[src/rtl/regfile_port_arbiter.sv]
// ----------------------------------------------------------------------------
// regfile_port_arbiter
//
// Shares a block-RAM register file (one write port, two synchronous read
// ports A/B with 1-cycle latency) between the core pipeline and the host
// debug link. The core owns read port A outright and has priority on the
// write port and read port B. Host single-register accesses and a full
// register dump are slotted into the cycles the core leaves free. Reads
// issued in the same cycle as a write to the same address return the
// write data (forwarding); address 0 always reads as zero.
//
// Handshake: host_req is held with stable fields until host_ack pulses for
// one cycle; host_rdata is valid in that cycle for reads. dump_start is a
// single-cycle pulse; each dumped register is presented as a one-cycle
// dump_valid pulse with dump_addr/dump_data.
//
// Ports:
//   clk, reset                      clock, synchronous active-high reset
//   core_write/wrAddr/wrData        core writeback request
//   core_rdAddrA                    core port-A address (pass-through)
//   core_rdAddrB, core_rdB_en       core port-B read request
//   host_req/we/addr/wdata          host request (held until ack)
//   host_ack, host_rdata            host completion pulse and read data
//   dump_start                      dump request pulse
//   dump_busy/valid/addr/data       dump status and output stream
//   rf_write/wrAddr/wrData          register-file write port
//   rf_rdAddrA, rf_rdAddrB          register-file read addresses
//   rf_rdDataB                      register-file port-B read data
//   dbg_state                       current FSM state (debug visibility)
// ----------------------------------------------------------------------------
module regfile_port_arbiter #(
    parameter int NUM_REGS = 32,
    parameter int ADDR_W   = 5,
    parameter int DATA_W   = 32
) (
    input  logic              clk,
    input  logic              reset,
    input  logic              core_write,
    input  logic [ADDR_W-1:0] core_wrAddr,
    input  logic [DATA_W-1:0] core_wrData,
    input  logic [ADDR_W-1:0] core_rdAddrA,
    input  logic [ADDR_W-1:0] core_rdAddrB,
    input  logic              core_rdB_en,
    input  logic              host_req,
    input  logic              host_we,
    input  logic [ADDR_W-1:0] host_addr,
    input  logic [DATA_W-1:0] host_wdata,
    output logic              host_ack,
    output logic [DATA_W-1:0] host_rdata,
    input  logic              dump_start,
    output logic              dump_busy,
    output logic              dump_valid,
    output logic [ADDR_W-1:0] dump_addr,
    output logic [DATA_W-1:0] dump_data,
    output logic              rf_write,
    output logic [ADDR_W-1:0] rf_wrAddr,
    output logic [DATA_W-1:0] rf_wrData,
    output logic [ADDR_W-1:0] rf_rdAddrA,
    output logic [ADDR_W-1:0] rf_rdAddrB,
    input  logic [DATA_W-1:0] rf_rdDataB,
    output logic [2:0]        dbg_state
);

    typedef enum logic [2:0] {
        S_IDLE    = 3'd0,
        S_RD_WAIT = 3'd1,
        S_ACK     = 3'd2,
        S_DUMP    = 3'd3,
        S_DRAIN   = 3'd4
    } state_t;

    localparam logic [ADDR_W-1:0] LAST_ADDR = ADDR_W'(NUM_REGS - 1);

    state_t            r_state;
    state_t            w_next;
    logic              r_dump_pending;
    logic [ADDR_W-1:0] r_cnt;

    // Stage between read issue and read-data return (shared by host and dump).
    logic              r_p1_host;
    logic              r_p1_dump;
    logic [ADDR_W-1:0] r_p1_addr;
    logic              r_p1_fwd;
    logic [DATA_W-1:0] r_p1_fwd_data;

    logic [DATA_W-1:0] r_host_rdata;
    logic              r_dump_valid;
    logic [ADDR_W-1:0] r_dump_addr;
    logic [DATA_W-1:0] r_dump_data;

    logic              w_host_wr;
    logic              w_host_rd;
    logic              w_dump_rd;
    logic              w_start_dump;
    logic              w_rd_issue;
    logic [ADDR_W-1:0] w_wr_addr;
    logic [DATA_W-1:0] w_wr_data;
    logic              w_wr_en;
    logic [ADDR_W-1:0] w_rd_addr;
    logic              w_fwd_hit;
    logic [DATA_W-1:0] w_rd_result;

    // Grants: host write needs the write port, host/dump reads need port B.
    assign w_host_wr    = (r_state == S_IDLE) && host_req && host_we && !core_write;
    assign w_host_rd    = (r_state == S_IDLE) && host_req && !host_we && !core_rdB_en;
    assign w_dump_rd    = (r_state == S_DUMP) && !core_rdB_en;
    assign w_start_dump = (r_state == S_IDLE) && r_dump_pending && !host_req;
    assign w_rd_issue   = w_host_rd || w_dump_rd;

    // Write port: core wins; writes to address 0 are suppressed.
    assign w_wr_addr = core_write ? core_wrAddr : host_addr;
    assign w_wr_data = core_write ? core_wrData : host_wdata;
    assign w_wr_en   = (core_write || w_host_wr) && (w_wr_addr != '0);

    assign rf_write   = w_wr_en;
    assign rf_wrAddr  = w_wr_addr;
    assign rf_wrData  = w_wr_data;
    assign rf_rdAddrA = core_rdAddrA;

    // Read port B: core wins; otherwise the dump counter or host address.
    assign w_rd_addr  = (r_state == S_DUMP) ? r_cnt : host_addr;
    assign rf_rdAddrB = core_rdB_en ? core_rdAddrB : w_rd_addr;

    // The RAM returns the pre-write value on a same-cycle collision, so
    // remember the write data and substitute it when the data comes back.
    assign w_fwd_hit   = w_wr_en && (w_wr_addr == w_rd_addr);
    assign w_rd_result = (r_p1_addr == '0) ? '0 :
                         (r_p1_fwd ? r_p1_fwd_data : rf_rdDataB);

    always_comb begin
        w_next = r_state;
        case (r_state)
            S_IDLE: begin
                if (w_host_wr)
                    w_next = S_ACK;
                else if (w_host_rd)
                    w_next = S_RD_WAIT;
                else if (w_start_dump)
                    w_next = S_DUMP;
            end
            S_RD_WAIT: w_next = S_ACK;
            S_ACK:     w_next = S_IDLE;
            S_DUMP: begin
                if (w_dump_rd && (r_cnt == LAST_ADDR))
                    w_next = S_DRAIN;
            end
            S_DRAIN: begin
                // Earlier entries may still be emerging; wait for the last one.
                if (r_dump_valid && (r_dump_addr == LAST_ADDR))
                    w_next = S_IDLE;
            end
            default: w_next = S_IDLE;
        endcase
    end

    always_ff @(posedge clk) begin
        if (reset) begin
            r_state        <= S_IDLE;
            r_dump_pending <= 1'b0;
            r_cnt          <= '0;
            r_p1_host      <= 1'b0;
            r_p1_dump      <= 1'b0;
            r_p1_addr      <= '0;
            r_p1_fwd       <= 1'b0;
            r_p1_fwd_data  <= '0;
            r_host_rdata   <= '0;
            r_dump_valid   <= 1'b0;
            r_dump_addr    <= '0;
            r_dump_data    <= '0;
        end else begin
            r_state <= w_next;

            // A new pulse arriving as a dump starts is kept as a further request.
            if (dump_start)
                r_dump_pending <= 1'b1;
            else if (w_start_dump)
                r_dump_pending <= 1'b0;

            if (w_start_dump)
                r_cnt <= '0;
            else if (w_dump_rd)
                r_cnt <= r_cnt + ADDR_W'(1);

            r_p1_host <= w_host_rd;
            r_p1_dump <= w_dump_rd;
            if (w_rd_issue) begin
                r_p1_addr     <= w_rd_addr;
                r_p1_fwd      <= w_fwd_hit;
                r_p1_fwd_data <= w_wr_data;
            end

            if (r_p1_host)
                r_host_rdata <= w_rd_result;

            r_dump_valid <= r_p1_dump;
            if (r_p1_dump) begin
                r_dump_addr <= r_p1_addr;
                r_dump_data <= w_rd_result;
            end
        end
    end

    assign host_ack   = (r_state == S_ACK);
    assign host_rdata = r_host_rdata;
    assign dump_busy  = r_dump_pending || (r_state == S_DUMP) || (r_state == S_DRAIN);
    assign dump_valid = r_dump_valid;
    assign dump_addr  = r_dump_addr;
    assign dump_data  = r_dump_data;
    assign dbg_state  = r_state;

endmodule

[config.mk]
export PLATFORM = sky130hd
export DESIGN_NAME = regfile_port_arbiter
export DESIGN_NICKNAME = d
export VERILOG_FILES = /design/src/rtl/regfile_port_arbiter.sv
export SDC_FILE = /design/constraint.sdc
export NUM_CORES = 1
export LEC_CHECK = 0
export BUFFER_PORTS_ARGS = -buffer_cell sky130_fd_sc_hd__buf_2
export CORE_MARGIN = 2
export CORE_UTILIZATION = 48
export CTS_CLUSTER_SIZE = 28
export DETAILED_ROUTE_END_ITERATION = 12
export PLACE_DENSITY = 0.9
export REMOVE_ABC_BUFFERS = 1
export SLEW_MARGIN = 10
export SYNTH_ARGS = -nofsm -noshare
export SYNTH_HDL_FRONTEND = slang
export SYNTH_SLANG_ARGS = --single-unit
[constraint.sdc]
create_clock -name clk -period 2.41 [get_ports clk]
set_clock_uncertainty 0.2 [all_clocks]
set_input_delay 0.3615 -clock clk [delete_from_list [all_inputs] [get_ports clk]]
set_output_delay 0.3615 -clock clk [all_outputs]
set_load 0.01 [all_outputs]
==> flow_summary_export.csv <==
group,metric,value,unit
timing,grt_setup_unrepaired,"yes",
yosys,synth_async_sr_flop_share,0,%
pwr,vdd.ir_drop.worst,0.416,mV
routing,first_iter_violations,256,
critical_path,path_delay_family,"buffers and inverters",
final_layout,fin_cells,950,
critical_path,startpoint_type,"flop",
timing,setup_slack,0.0657,ns
yosys,synth_sequential_area_ratio,42.8,%
pwr,power.sequential.fraction,38.3,%
final_layout,mostFrequentLayoutCell,"sky130_fd_sc_hd__buf_2",
pwr,p_switching,1350,uW
timing,setup-violations-final,0,
run,max_cap_viol_count,0,
final_layout,multiInputGateArea,2890,sq um
final_layout,finish.utilization,66.0,%
floorplanning,rows,39,
placement,placedCellCount,918,
grt,grt_first_pass_wirelength,23.2,mm
critical_path,required_time_of_the_critical_path,1.85,ns
yosys,synthDistinctLibCells,40,
pwr,power_report.internal_total,4040,uW
placement,dpl_worst_slack,0.123,ns
yosys,ys_dominant_reg_cell,"sky130_fd_sc_hd__dfxtp_1",
grt,first_global_vias,4768,
pwr,total_leakage_power,0.00330,uW
timing,hold_slack,0.141,ns
floorplanning,placeableCoreArea,11400,sq um
placement,count_of_buffers_from_port_buffering,235,
routing,routed_via_density,5.15,
clock_network,root_buffer,"sky130_fd_sc_hd__clkbuf_16",
run_status,outcome,"finished, final reports clean",
yosys,netlist_instances,565,
yosys,avg_inst_size_synth,9.86,sq um
final_layout,diodes,0,
final_layout,design.final.nets,920,
clock_network,clock_tree_from_tritoncts,"done",
routing,detailedRoute.firstPassIterationCount,4,
clock_network,cts_made_buffers,17,
yosys,syn_area,5570,sq um
critical_path,slowest_cell_on_crit_path,"sky130_fd_sc_hd__mux2i_2",
floorplanning,floorplan.io_pins,246,
yosys,synth.area.top_cells,"sky130_fd_sc_hd__dfxtp_1, sky130_fd_sc_hd__mux2i_1, sky130_fd_sc_hd__nor2_1",
timing,max_slew_violation_count,0,
critical_path,max_stage_delay,0.32,ns
timing,final_min_period_over_clock_period,97.3,%
critical_path,cp_common_cell,"sky130_fd_sc_hd__buf_4",
yosys,synthDominantAreaCellType,"sky130_fd_sc_hd__dfxtp_1",
floorplanning,dieWidth,112,microns
critical_path,critical_path_arrival,1.78,ns
critical_path,cp_cell_sequence,"buf_4 -> nand3b_1 -> buf_4 -> mux2i_2 -> mux2i_1 -> buf_2",
clock_network,worst_setup_hold_path_clk_slew,0.05,ns
critical_path,critical_path_buf_inv_count,3,
routing,ant_nets,0,
final_layout,final_cell_area,7510,sq um
grt,grt_use_total,23.2,%
timing,hold_viol,0,
final_layout,post_route_cells_drive_above_1_share,42.1,%
floorplanning,die_h,112,microns
critical_path,timing_worst_setup_path_type,"reg2out",
yosys,synth-edff-count,0,
routing,avgRoutedWirePerCell,15.5,microns
routing,route.final.wire_length,14.7,mm
timing,finalWorstPathRequiredPeriod,2.34,ns
floorplanning,die_area,12500,sq um
worst_hold_path,holdCritPathClass,"in2reg",
pwr,power.density_cell_area,717,nW/um^2
routing,drcViolationCount,0,
critical_path,worst_setup_path_end_kind,"output port",
pwr,combinationalPowerShare,14.9,%
clock_network,clock_path_buffers,2,
grt,grt_start_max_net_pins,61,
routing,vias,4894,
yosys,share_of_the_synthesized_area_in_the_top_cell_type,42.8,%
timing,max_freq,0.427,GHz
final_layout,areaGrowthSynthToFinish,34.7,%
clock_network,clkLatencyLatePin,0.40,ns
final_layout,mostFrequentLayoutCells,"sky130_fd_sc_hd__buf_2, sky130_fd_sc_hd__nor2_1, sky130_fd_sc_hd__mux2i_1",
pwr,power.share.clock,46.7,%
clock_network,clock_sink_count,119,
placement,routability_congestion_estimate,0.812,
final_layout,sequential_cell_area,2390,sq um
floorplanning,start_util,49.0,%
clock_network,postCtsSetupBuffers,0,
grt,antenna_found_initial,0,
placement,hpwlAfterDp,10.5,mm
final_layout,final_layout_fill_cell_count,906,
critical_path,critical_path_peak_fanout,9,
timing,worst_slew_margin_rel,50.7,%
yosys,ys_ff_latch,119,
placement,post_dp_cell_area,6880,sq um
pwr,power.share.switching,25.0,%
grt,grt_overflow,0,
clock_network,cts.htree.levels,4,
yosys,yosysWarningCount,0,
timing,max_slew.worst_pin.slew,0.732,ns
==> power groups by stage <==
stage | Combinational [uW] | Sequential (uW) | Clock [uW]
after floorplan | 418 | 2120 | 0
after global placement | 772 | 2100 | 0
after detailed placement | 794 | 2100 | 0
after CTS | 803 | 2060 | 2550
after global routing | 874 | 2070 | 2640
final | 805 | 2060 | 2520
==> flip-flops by register name, indices dropped and copies added, names as in the netlist, 3 cells and up <==
signal	cells
dump_data	32
r_p1_addr	5
dbg_state	3
r_cnt	5
host_rdata	32
dump_addr	5
r_p1_fwd_data	32
==> cell families (layout without fill, tap and decap cells) <==
logic type                 after synthesis  in the layout  share of synthesized area, %
muxes                                  180            180                          33.1
and+or+nand+nor                        177            177                          13.2
DFF                                    119            119                          42.8
buffers and inverters                   55            297                          5.86
AOI/OAI and AO/OA                       24             24                          3.32
xor gates and xnor gates                 8              8                          1.26
adders and majority gates                2              2                         0.449
==> per-stage QoR <==
step	setup TNS (ns)	total power, uW
global route	-0.0443	5580
detailed placement	0	2900
floorplan	-74.49	2530
finish	0	5390
CTS	0	5410
global placement	0	2870
==> cells in the mapped netlist (3+ instances only) <==
cell / instances
sky130_fd_sc_hd__a211oi_2: 6
sky130_fd_sc_hd__a21oi_1: 8
sky130_fd_sc_hd__buf_1: 8
sky130_fd_sc_hd__buf_12: 4
sky130_fd_sc_hd__buf_2: 11
sky130_fd_sc_hd__buf_4: 5
sky130_fd_sc_hd__buf_6: 3
sky130_fd_sc_hd__clkbuf_1: 15
sky130_fd_sc_hd__dfxtp_1: 119
sky130_fd_sc_hd__inv_1: 9
sky130_fd_sc_hd__mux2_2: 36
sky130_fd_sc_hd__mux2i_1: 144
sky130_fd_sc_hd__nand2_1: 10
sky130_fd_sc_hd__nand4_1: 3
sky130_fd_sc_hd__nor2_1: 143
sky130_fd_sc_hd__nor2_2: 4
sky130_fd_sc_hd__o21ai_0: 3
sky130_fd_sc_hd__xor2_1: 6
==> path summary, 6_finish.rpt <==
path                                                  start                           to  slack, ns  cells after the start
worst max-delay path              dbg_state[1]$_SDFFE_PP0P_                rf_rdAddrB[0]       0.07                      6
worst min-delay path                                host_we         r_p1_host$_SDFF_PP0_       0.14                      4
worst max register to register    dbg_state[1]$_SDFFE_PP0P_    r_p1_addr[0]$_SDFFE_PP0P_       0.21                      5
worst min register to register  host_rdata[31]$_SDFFE_PP0P_  host_rdata[31]$_SDFFE_PP0P_       0.28                      2
==> routing by layer <==
layer | GRT usage, % | share of wire, % | vias up
met5 | 0 | 0 | -
met4 | 9.96 | 1.9 | 0
met2 | 40.3 | 51 | 168
met1 | 27.1 | 42 | 2322
met3 | 5.77 | 5.6 | 27
li1 | - | - | 2377
==> cell type report <==
class	instances	share of cell area (%)
Sequential cell	119	31.8
Inverter	9	0.450
Tap cell	143	2.38
Multi-Input combinational cell	391	38.5
Clock inverter	7	1.23
Clock buffer	24	6.68
Timing Repair Buffer	257	18.9
==> what timing repair did <==
item | 4_1_cts | 5_1_grt
setup endpoints to repair | 0 | 3
gates resized for setup | 0 | 4
hold buffers | 1 | 0
endpoints found under the hold margin | 1 | 0
==> worst min-delay path, cell delays in order <==
cell,delay [ns]
sky130_fd_sc_hd__buf_2,0.11
sky130_fd_sc_hd__nor3b_1,0.05
sky130_fd_sc_hd__nand2_1,0.13
sky130_fd_sc_hd__nor2_1,0.05
Power figures use the tool's default switching activity.
